### config.mk
export PLATFORM = sky130hd
export DESIGN_NAME = axis_pkt_gen_flat
export DESIGN_NICKNAME = d
export VERILOG_FILES = /design/src/rtl/axis_pkg.sv /design/src/rtl/axis_pkt_gen_if.sv /design/src/rtl/axis_keep_gen.sv /design/src/rtl/axis_pkt_gen.sv /design/src/flat_wrapper.sv
export SDC_FILE = /design/constraint.sdc
export NUM_CORES = 1
export LEC_CHECK = 0
export ABC_AREA = 1
export CAP_MARGIN = 20
export CORE_MARGIN = 4
export CORE_UTILIZATION = 50
export CTS_BUF_LIST = sky130_fd_sc_hd__clkbuf_8
export DETAILED_ROUTE_END_ITERATION = 10
export PLACE_DENSITY = 0.77
export SLEW_MARGIN = 20
export SYNTH_ARGS = -nofsm -noshare
export SYNTH_HDL_FRONTEND = slang
export SYNTH_SLANG_ARGS = --single-unit
### constraint.sdc
create_clock -name m_axis_aclk -period 4.4 [get_ports m_axis_aclk]
set_input_delay 0.88 -clock m_axis_aclk [delete_from_list [all_inputs] [get_ports m_axis_aclk]]
set_output_delay 0.88 -clock m_axis_aclk [all_outputs]
set_load 0.03 [all_outputs]
### src/rtl/axis_pkg.sv
// Shared types for the AXI-Stream packet generator.
// FSM encoding, pattern modes and beat-count helper.
package axis_pkg;

  typedef enum logic [1:0] {
    IDLE = 2'd0,
    SEND = 2'd1,
    GAP  = 2'd2
  } state_t;

  localparam logic PAT_INC = 1'b0;
  localparam logic PAT_DEC = 1'b1;

  function automatic logic [15:0] beats_of(
    input logic [15:0] len,
    input int          w
  );
    logic [16:0] num;
    num = 17'(len) + 17'(w - 1);
    return 16'(num / 17'(w));
  endfunction

endpackage

### src/rtl/axis_pkt_gen_if.sv
// AXI-Stream channel bundle for the packet generator.
// Master drives payload, slave drives tready.
interface axis_pkt_gen_if #(
  parameter int TDATA_WIDTH = 4,
  parameter int TKEEP_WIDTH = 64
);
  logic                       tvalid;
  logic                       tready;
  logic [TDATA_WIDTH*8-1:0]   tdata;
  logic [TKEEP_WIDTH-1:0]     tkeep;
  logic                       tlast;

  modport master (
    output tvalid,
    output tdata,
    output tkeep,
    output tlast,
    input  tready
  );

  modport slave (
    input  tvalid,
    input  tdata,
    input  tkeep,
    input  tlast,
    output tready
  );
endinterface

### src/rtl/axis_keep_gen.sv
// Byte-enable masks for full and final beats of a frame.
// Lanes at or above TDATA_WIDTH are always zero.
module axis_keep_gen #(
  parameter int TDATA_WIDTH = 4,
  parameter int TKEEP_WIDTH = 64
) (
  input  logic [15:0]            frame_len,
  output logic [TKEEP_WIDTH-1:0] keep_full,
  output logic [TKEEP_WIDTH-1:0] keep_last
);

  logic [15:0] rem;

  assign rem = frame_len % 16'(TDATA_WIDTH);

  // Set low lanes; last beat keeps only the remainder lanes.
  always_comb begin
    keep_full = '0;
    keep_last = '0;
    for (int i = 0; i < TKEEP_WIDTH; i++) begin
      if (i < TDATA_WIDTH) begin
        keep_full[i] = 1'b1;
        keep_last[i] = (rem == 16'd0) || (i < int'(rem));
      end
    end
  end

endmodule

### src/rtl/axis_pkt_gen.sv
// AXI-Stream packet generator: runs of fixed-length frames
// with an incrementing/decrementing data pattern.
module axis_pkt_gen
  import axis_pkg::*;
#(
  parameter int TDATA_WIDTH = 4,
  parameter int TKEEP_WIDTH = 64,
  parameter int IFG_CYCLES  = 2
) (
  input  logic                     m_axis_aclk,
  input  logic                     m_axis_aresetn,
  input  logic                     start,
  input  logic                     stop,
  input  logic [15:0]              frame_len,
  input  logic [15:0]              frame_count,
  input  logic [TDATA_WIDTH*8-1:0] seed,
  input  logic                     decr,
  axis_pkt_gen_if.master           m_axis,
  output logic                     busy,
  output logic                     done,
  output logic [15:0]              frames_sent
);

  localparam int DW = TDATA_WIDTH * 8;
  localparam logic [DW-1:0] ONE = DW'(1);
  localparam logic [15:0] GAP_LAST = 16'(IFG_CYCLES - 1);

  state_t state_q, state_d;

  logic [15:0]            len_q, len_d;
  logic [15:0]            cnt_q, cnt_d;
  logic                   decr_q, decr_d;
  logic                   stop_q, stop_d;
  logic [15:0]            beat_q, beat_d;
  logic [15:0]            gap_q, gap_d;
  logic [15:0]            fs_q, fs_d;
  logic [DW-1:0]          data_q, data_d;
  logic [TKEEP_WIDTH-1:0] keep_q, keep_d;
  logic                   last_q, last_d;
  logic                   valid_q, valid_d;
  logic                   done_q, done_d;
  logic                   busy_q, busy_d;

  logic [15:0]            len_sel;
  logic [15:0]            nb_sel;
  logic [15:0]            fs_inc;
  logic [TKEEP_WIDTH-1:0] keep_full;
  logic [TKEEP_WIDTH-1:0] keep_last;
  logic                   fire;
  logic                   stop_seen;

  assign len_sel   = (state_q == IDLE) ? frame_len : len_q;
  assign nb_sel    = beats_of(len_sel, TDATA_WIDTH);
  assign fs_inc    = fs_q + 16'd1;
  assign fire      = valid_q & m_axis.tready;
  assign stop_seen = stop_q | stop;

  axis_keep_gen #(
    .TDATA_WIDTH (TDATA_WIDTH),
    .TKEEP_WIDTH (TKEEP_WIDTH)
  ) u_keep (
    .frame_len (len_sel),
    .keep_full (keep_full),
    .keep_last (keep_last)
  );

  // State and all registered outputs.
  always_ff @(posedge m_axis_aclk or negedge m_axis_aresetn) begin
    if (!m_axis_aresetn) begin
      state_q <= IDLE;
      len_q   <= '0;
      cnt_q   <= '0;
      decr_q  <= PAT_INC;
      stop_q  <= 1'b0;
      beat_q  <= '0;
      gap_q   <= '0;
      fs_q    <= '0;
      data_q  <= '0;
      keep_q  <= '0;
      last_q  <= 1'b0;
      valid_q <= 1'b0;
      done_q  <= 1'b0;
      busy_q  <= 1'b0;
    end else begin
      state_q <= state_d;
      len_q   <= len_d;
      cnt_q   <= cnt_d;
      decr_q  <= decr_d;
      stop_q  <= stop_d;
      beat_q  <= beat_d;
      gap_q   <= gap_d;
      fs_q    <= fs_d;
      data_q  <= data_d;
      keep_q  <= keep_d;
      last_q  <= last_d;
      valid_q <= valid_d;
      done_q  <= done_d;
      busy_q  <= busy_d;
    end
  end

  // Next-state and next-output decode.
  always_comb begin
    state_d = state_q;
    len_d   = len_q;
    cnt_d   = cnt_q;
    decr_d  = decr_q;
    stop_d  = stop_q;
    beat_d  = beat_q;
    gap_d   = gap_q;
    fs_d    = fs_q;
    data_d  = data_q;
    keep_d  = keep_q;
    last_d  = last_q;
    valid_d = valid_q;
    done_d  = 1'b0;
    unique case (state_q)
      IDLE: begin
        if (start) begin
          fs_d = '0;
          if (frame_len != 16'd0 && frame_count != 16'd0) begin
            state_d = SEND;
            len_d   = frame_len;
            cnt_d   = frame_count;
            decr_d  = decr;
            stop_d  = 1'b0;
            data_d  = seed;
            beat_d  = nb_sel;
            last_d  = (nb_sel == 16'd1);
            keep_d  = last_d ? keep_last : keep_full;
            valid_d = 1'b1;
          end else begin
            done_d = 1'b1;
          end
        end
      end
      SEND: begin
        stop_d = stop_seen;
        if (fire) begin
          data_d = (decr_q == PAT_DEC) ? data_q - ONE
                                       : data_q + ONE;
          if (last_q) begin
            fs_d = fs_inc;
            if (fs_inc == cnt_q || stop_seen) begin
              state_d = IDLE;
              valid_d = 1'b0;
              last_d  = 1'b0;
              stop_d  = 1'b0;
              done_d  = 1'b1;
            end else if (IFG_CYCLES == 0) begin
              beat_d = nb_sel;
              last_d = (nb_sel == 16'd1);
              keep_d = last_d ? keep_last : keep_full;
            end else begin
              state_d = GAP;
              valid_d = 1'b0;
              last_d  = 1'b0;
              gap_d   = GAP_LAST;
            end
          end else begin
            beat_d = beat_q - 16'd1;
            last_d = (beat_q == 16'd2);
            keep_d = last_d ? keep_last : keep_full;
          end
        end
      end
      GAP: begin
        stop_d = stop_seen;
        if (gap_q == 16'd0) begin
          if (stop_seen) begin
            state_d = IDLE;
            stop_d  = 1'b0;
            done_d  = 1'b1;
          end else begin
            state_d = SEND;
            beat_d  = nb_sel;
            last_d  = (nb_sel == 16'd1);
            keep_d  = last_d ? keep_last : keep_full;
            valid_d = 1'b1;
          end
        end else begin
          gap_d = gap_q - 16'd1;
        end
      end
      default: state_d = IDLE;
    endcase
    busy_d = (state_d != IDLE);
  end

  assign m_axis.tvalid = valid_q;
  assign m_axis.tdata  = data_q;
  assign m_axis.tkeep  = keep_q;
  assign m_axis.tlast  = last_q;
  assign busy          = busy_q;
  assign done          = done_q;
  assign frames_sent   = fs_q;

endmodule

### src/flat_wrapper.sv
// flat-port wrapper written by rule: the top's interface ports become plain ports
module axis_pkt_gen_flat import axis_pkg::*;
#(
  parameter int TDATA_WIDTH = 4,
  parameter int TKEEP_WIDTH = 64,
  parameter int IFG_CYCLES  = 2
)
  (m_axis_aclk, m_axis_aresetn, start, stop, frame_len, frame_count, seed, decr, busy, done, frames_sent, m_axis_tvalid, m_axis_tdata, m_axis_tkeep, m_axis_tlast, m_axis_tready);
  axis_pkt_gen_if #(.TDATA_WIDTH(TDATA_WIDTH), .TKEEP_WIDTH(TKEEP_WIDTH)) m_axis_i ();
  input  logic m_axis_aclk;
  input  logic m_axis_aresetn;
  input  logic start;
  input  logic stop;
  input  logic [15:0] frame_len;
  input  logic [15:0] frame_count;
  input  logic [TDATA_WIDTH*8-1:0] seed;
  input  logic decr;
  output logic busy;
  output logic done;
  output logic [15:0] frames_sent;
  output wire logic [$bits(m_axis_i.tvalid)-1:0] m_axis_tvalid;
  output wire logic [$bits(m_axis_i.tdata)-1:0] m_axis_tdata;
  output wire logic [$bits(m_axis_i.tkeep)-1:0] m_axis_tkeep;
  output wire logic [$bits(m_axis_i.tlast)-1:0] m_axis_tlast;
  input wire logic [$bits(m_axis_i.tready)-1:0] m_axis_tready;
  assign m_axis_tvalid = m_axis_i.tvalid;
  assign m_axis_tdata = m_axis_i.tdata;
  assign m_axis_tkeep = m_axis_i.tkeep;
  assign m_axis_tlast = m_axis_i.tlast;
  assign m_axis_i.tready = m_axis_tready;
  axis_pkt_gen #(.TDATA_WIDTH(TDATA_WIDTH), .TKEEP_WIDTH(TKEEP_WIDTH), .IFG_CYCLES(IFG_CYCLES)) u_core (.m_axis_aclk(m_axis_aclk), .m_axis_aresetn(m_axis_aresetn), .start(start), .stop(stop), .frame_len(frame_len), .frame_count(frame_count), .seed(seed), .decr(decr), .m_axis(m_axis_i), .busy(busy), .done(done), .frames_sent(frames_sent));
endmodule
==> summary.md <==
| Metric | Value |
|---|---|
| Avg Synthesized Cell Area | `6.75 µm²` |
| Fmax | `317 MHz` |
| Worst Tran Pin Value | `0.813 ns` |
| Die Span X | `148 µm` |
| DR vias | `9,550` |
| H-tree depth | `4` |
| Placed Instances | `1,800` |
| GRT Total Usage | `23.9%` |
| VDD IR max | `0.000574 V` |
| Clock tree sinks | `124` |
| Fin cells | `1,832` |
| Synth warn | `0` |
| CP Data Arrival Time | `3.50 ns` |
| Post-route ant nets | `0` |
| Dpl ws | `1.19 ns` |
| Status | `finished clean` |
| Drt wl/cell | `14.3 µm` |
| Sequential cell area fraction in the yosys report | `31.8%` |
| CTS clk-pin slew, worst paths | `0.09 ns` |
| Setup Fix Bufs, Post-CTS | `0` |
| Max Cap Violations | `0` |
| CP required | `4.75 ns` |
| Leakage | `5.46 nW` |
| Die area | `21,800 µm²` |
| Post-DP HPWL | `19,800 µm` |
| Slew margin rel. | `45.7%` |
| Setup-failing EPs final | `0` |
| Tcrit/Tclk final | `71.6%` |
| TritonCTS clock tree | `yes` |
| GPL Wtd Cong | `0.921` |
| Vias in the first global route | `8,808` |
| Post-route setup slack | `1.25 ns` |
| Nets | `1,670` |
| Remaining global-route overflow | `0` |
| Slew Limit Fails | `0` |
| Antenna violations before repair | `0` |
| Mapped cell area | `9750 µm²` |
| Final Hold Fails | `0` |
| M1 WL | `11,900 µm` |
| Fillers | `1,833` |
| CTS-repair resized insts | `0` |
| Area growth, synth to finish | `16.7%` |
| Clk Latency, worst-skew pair | `0.47 ns` |
| Post-synthesis async set-or-reset flop share | `100%` |
| Total Power | `10.3 mW` |
| First-pass GRT wire length | `42,900 µm` |
| Distinct cells, synth | `48` |
| Crit end category | `flip-flop` |
| Share of cells above drive strength 1 | `5.28%` |
| Largest net degree at the start of global routing | `75` |
| DRC | `0` |
| Top sig layer | `met4` |
| #FFs+latches synth | `124` |
| Drt via density | `5.21` |
| Routed wire length | `26,100 µm` |
| Crit-path max FO | `20` |
| RSZ-0062 raised after global routing | `false` |
| Crit path time final | `3.15 ns` |
| Syn Inst Count | `1,445` |
| TritonCTS buffer count | `17` |
| 1st-pass router iterations | `5` |
| Clock Skew | `0.0146 ns` |
| Die Y | `148 µm` |
| Power per cell area | `903 nW/µm²` |
| Met3 wire len | `1430 µm` |
| Main synth FF type | `dfrtp_1` |
| Crit path launch type | `flip-flop` |
| Setup TNS | `0 ns` |
| Met2 WL post-DR | `12,300 µm` |
| Clock Path Buffers | `2` |
| IO buf count | `125` |
| Hold_ws | `0.448 ns` |
| # rows | `50` |
| Root Buffer | `clkbuf_8` |
| Number of flops mapped to enable cells by yosys | `0` |
| Core area | `19,000 µm²` |
| Hold WC Path Type | `input port to async pin` |
| Crit Path Category | `flip-flop to flip-flop` |
| Iter 0 DRT Violations | `643` |
| # diodes | `0` |
| Starting Density | `51.4%` |
| # hold bufs at CTS | `0` |
| IO Pins | `186` |
-- registers in the layout, summed over array words and instances (netlist names) --
name	cells
u_core.m_axis.tkeep	4
u_core.stop_q	1
u_core.beat_q	16
u_core.decr_q	1
u_core.state_q	2
u_core.frames_sent	16
u_core.gap_q	16
u_core.cnt_q	16
u_core.m_axis.tlast	1
u_core.m_axis.tvalid	1
u_core.busy	1
u_core.len_q	16
u_core.done	1
u_core.m_axis.tdata	32
-- worst max-delay path, stage by stage (launching register included) --
cell and delay [ns]:
dfrtp_1 0.85, inv_1 0.17, fa_1 0.40, inv_1 0.09, nand3_1 0.07, nand2_1 0.16
a21oi_1 0.16, o21ai_1 0.33, nand2_1 0.12, nand2_1 0.20, nand3_1 0.13, nand2_1 0.09
nand2_1 0.05, a21oi_1 0.13, o21ai_0 0.10
-- final timing paths --
check                                              startpoint                             endpoint  slack (ns)  depth (start not counted)
min in group m_axis_aclk   u_core.m_axis.tkeep[0]$_DFFE_PN0P_   u_core.m_axis.tkeep[0]$_DFFE_PN0P_        0.48                          1
setup reg to reg                    u_core.decr_q$_DFFE_PN0P_  u_core.m_axis.tdata[30]$_DFFE_PN0P_        1.25                         14
hold reg to reg            u_core.m_axis.tkeep[0]$_DFFE_PN0P_   u_core.m_axis.tkeep[0]$_DFFE_PN0P_        0.48                          1
hold / removal                                 m_axis_aresetn          u_core.len_q[4]$_DFFE_PN0P_        0.45                          1
max in group asynchronous                      m_axis_aresetn  u_core.m_axis.tdata[31]$_DFFE_PN0P_        3.11                          2
setup / recovery                    u_core.decr_q$_DFFE_PN0P_  u_core.m_axis.tdata[30]$_DFFE_PN0P_        1.25                         14
-- cell type report --
cell class | instances | area (µm²) | share of cell area (%)
clock buffers | 17 | 234 | 2.06
clock inverters | 15 | 175 | 1.54
inverters | 162 | 608 | 5.35
multi-input cells | 1121 | 5610 | 49.3
flip-flops and latches | 124 | 3100 | 27.3
well taps | 260 | 325 | 2.86
repair buffers | 133 | 1320 | 11.6
-- cells in the mapped netlist (4+ instances only) --
| cell | instances | area (µm²) |
|---|---|---|
| a21boi_0 | 5 | 37.5 |
| clkbuf_1 | 17 | 63.8 |
| o21a_1 | 6 | 45.0 |
| nand4_1 | 31 | 194 |
| xnor2_1 | 15 | 131 |
| o22ai_1 | 14 | 87.6 |
| dfrtp_1 | 124 | 3100 |
| a21oi_1 | 80 | 400 |
| buf_1 | 6 | 22.5 |
| buf_6 | 7 | 78.8 |
| o21ai_2 | 6 | 52.6 |
| o21ai_1 | 7 | 35.0 |
| nand3b_1 | 11 | 82.6 |
| a31oi_1 | 5 | 31.3 |
| nor2_1 | 159 | 597 |
| o21bai_1 | 5 | 37.5 |
| nand2_2 | 5 | 31.3 |
| nor2_2 | 11 | 68.8 |
| nor3_1 | 16 | 80.1 |
| buf_4 | 62 | 465 |
| buf_2 | 4 | 20.0 |
| ha_1 | 40 | 500 |
| nor4_1 | 4 | 25.0 |
| xor2_1 | 25 | 219 |
| inv_1 | 157 | 589 |
| or2_2 | 4 | 25.0 |
| o211ai_1 | 7 | 52.6 |
| a21o_1 | 7 | 52.6 |
| nand3_2 | 5 | 50.1 |
| o21ai_0 | 107 | 536 |
| nand3_1 | 65 | 325 |
| o221ai_1 | 4 | 35.0 |
| nand2_1 | 403 | 1510 |
| inv_2 | 4 | 15.0 |
-- layer usage --
layer	up-vias	global-route usage, %
li1	4804	-
met1	4420	32.5
met2	291	39.5
met3	35	4.17
met4	0	6.29
met5	-	0
-- power by group --
part           internal (mW)  switching, mW  leakage [nW]
Sequential              1.63          0.463          1.54
Clock                  0.523          0.563         0.199
Combinational           2.47           4.63          3.72
-- cell usage in the layout (no fill, tap or decap), types with 6 or more instances in the layout --
cell and instances:
xnor2_1 15, xor2_1 25, o21ai_2 6, o21a_1 6, nand3_1 64, nor2_2 11
buf_4 8, o21ai_0 107, dfrtp_1 124, nand3b_1 11, nor2_1 159, a21oi_1 80
inv_1 157, o211ai_1 7, a21o_1 7, nand3_2 6, nor3_1 16, o22ai_1 14
nand4_1 31, clkdlybuf4s50_1 124, o21ai_1 7, inv_6 7, ha_1 39, clkbuf_8 17
nand2_1 403, conb_1 60
-- stage by stage --
stage	area (µm²)	utilization, %
final	11400	60.0
after global routing	11400	60.0
after CTS	11400	60.0
after detailed placement	11000	57.9
after global placement	11000	57.9
after floorplan	9970	-
-- logic make-up (layout without fill, tap and decap cells) --
group                      Yosys count  in the layout  share of synthesized area, %
and+or+nand+nor                    724            724                          31.5
adders and majority gates           41             41                          5.34
AOI/OAI and AO/OA                  256            256                          14.7
other                                1             60                        0.0385
DFF                                124            124                          31.8
buffers and inverters              259            327                          13.0
xor gates and xnor gates            40             40                          3.59
(Power assumes the default switching activity.)
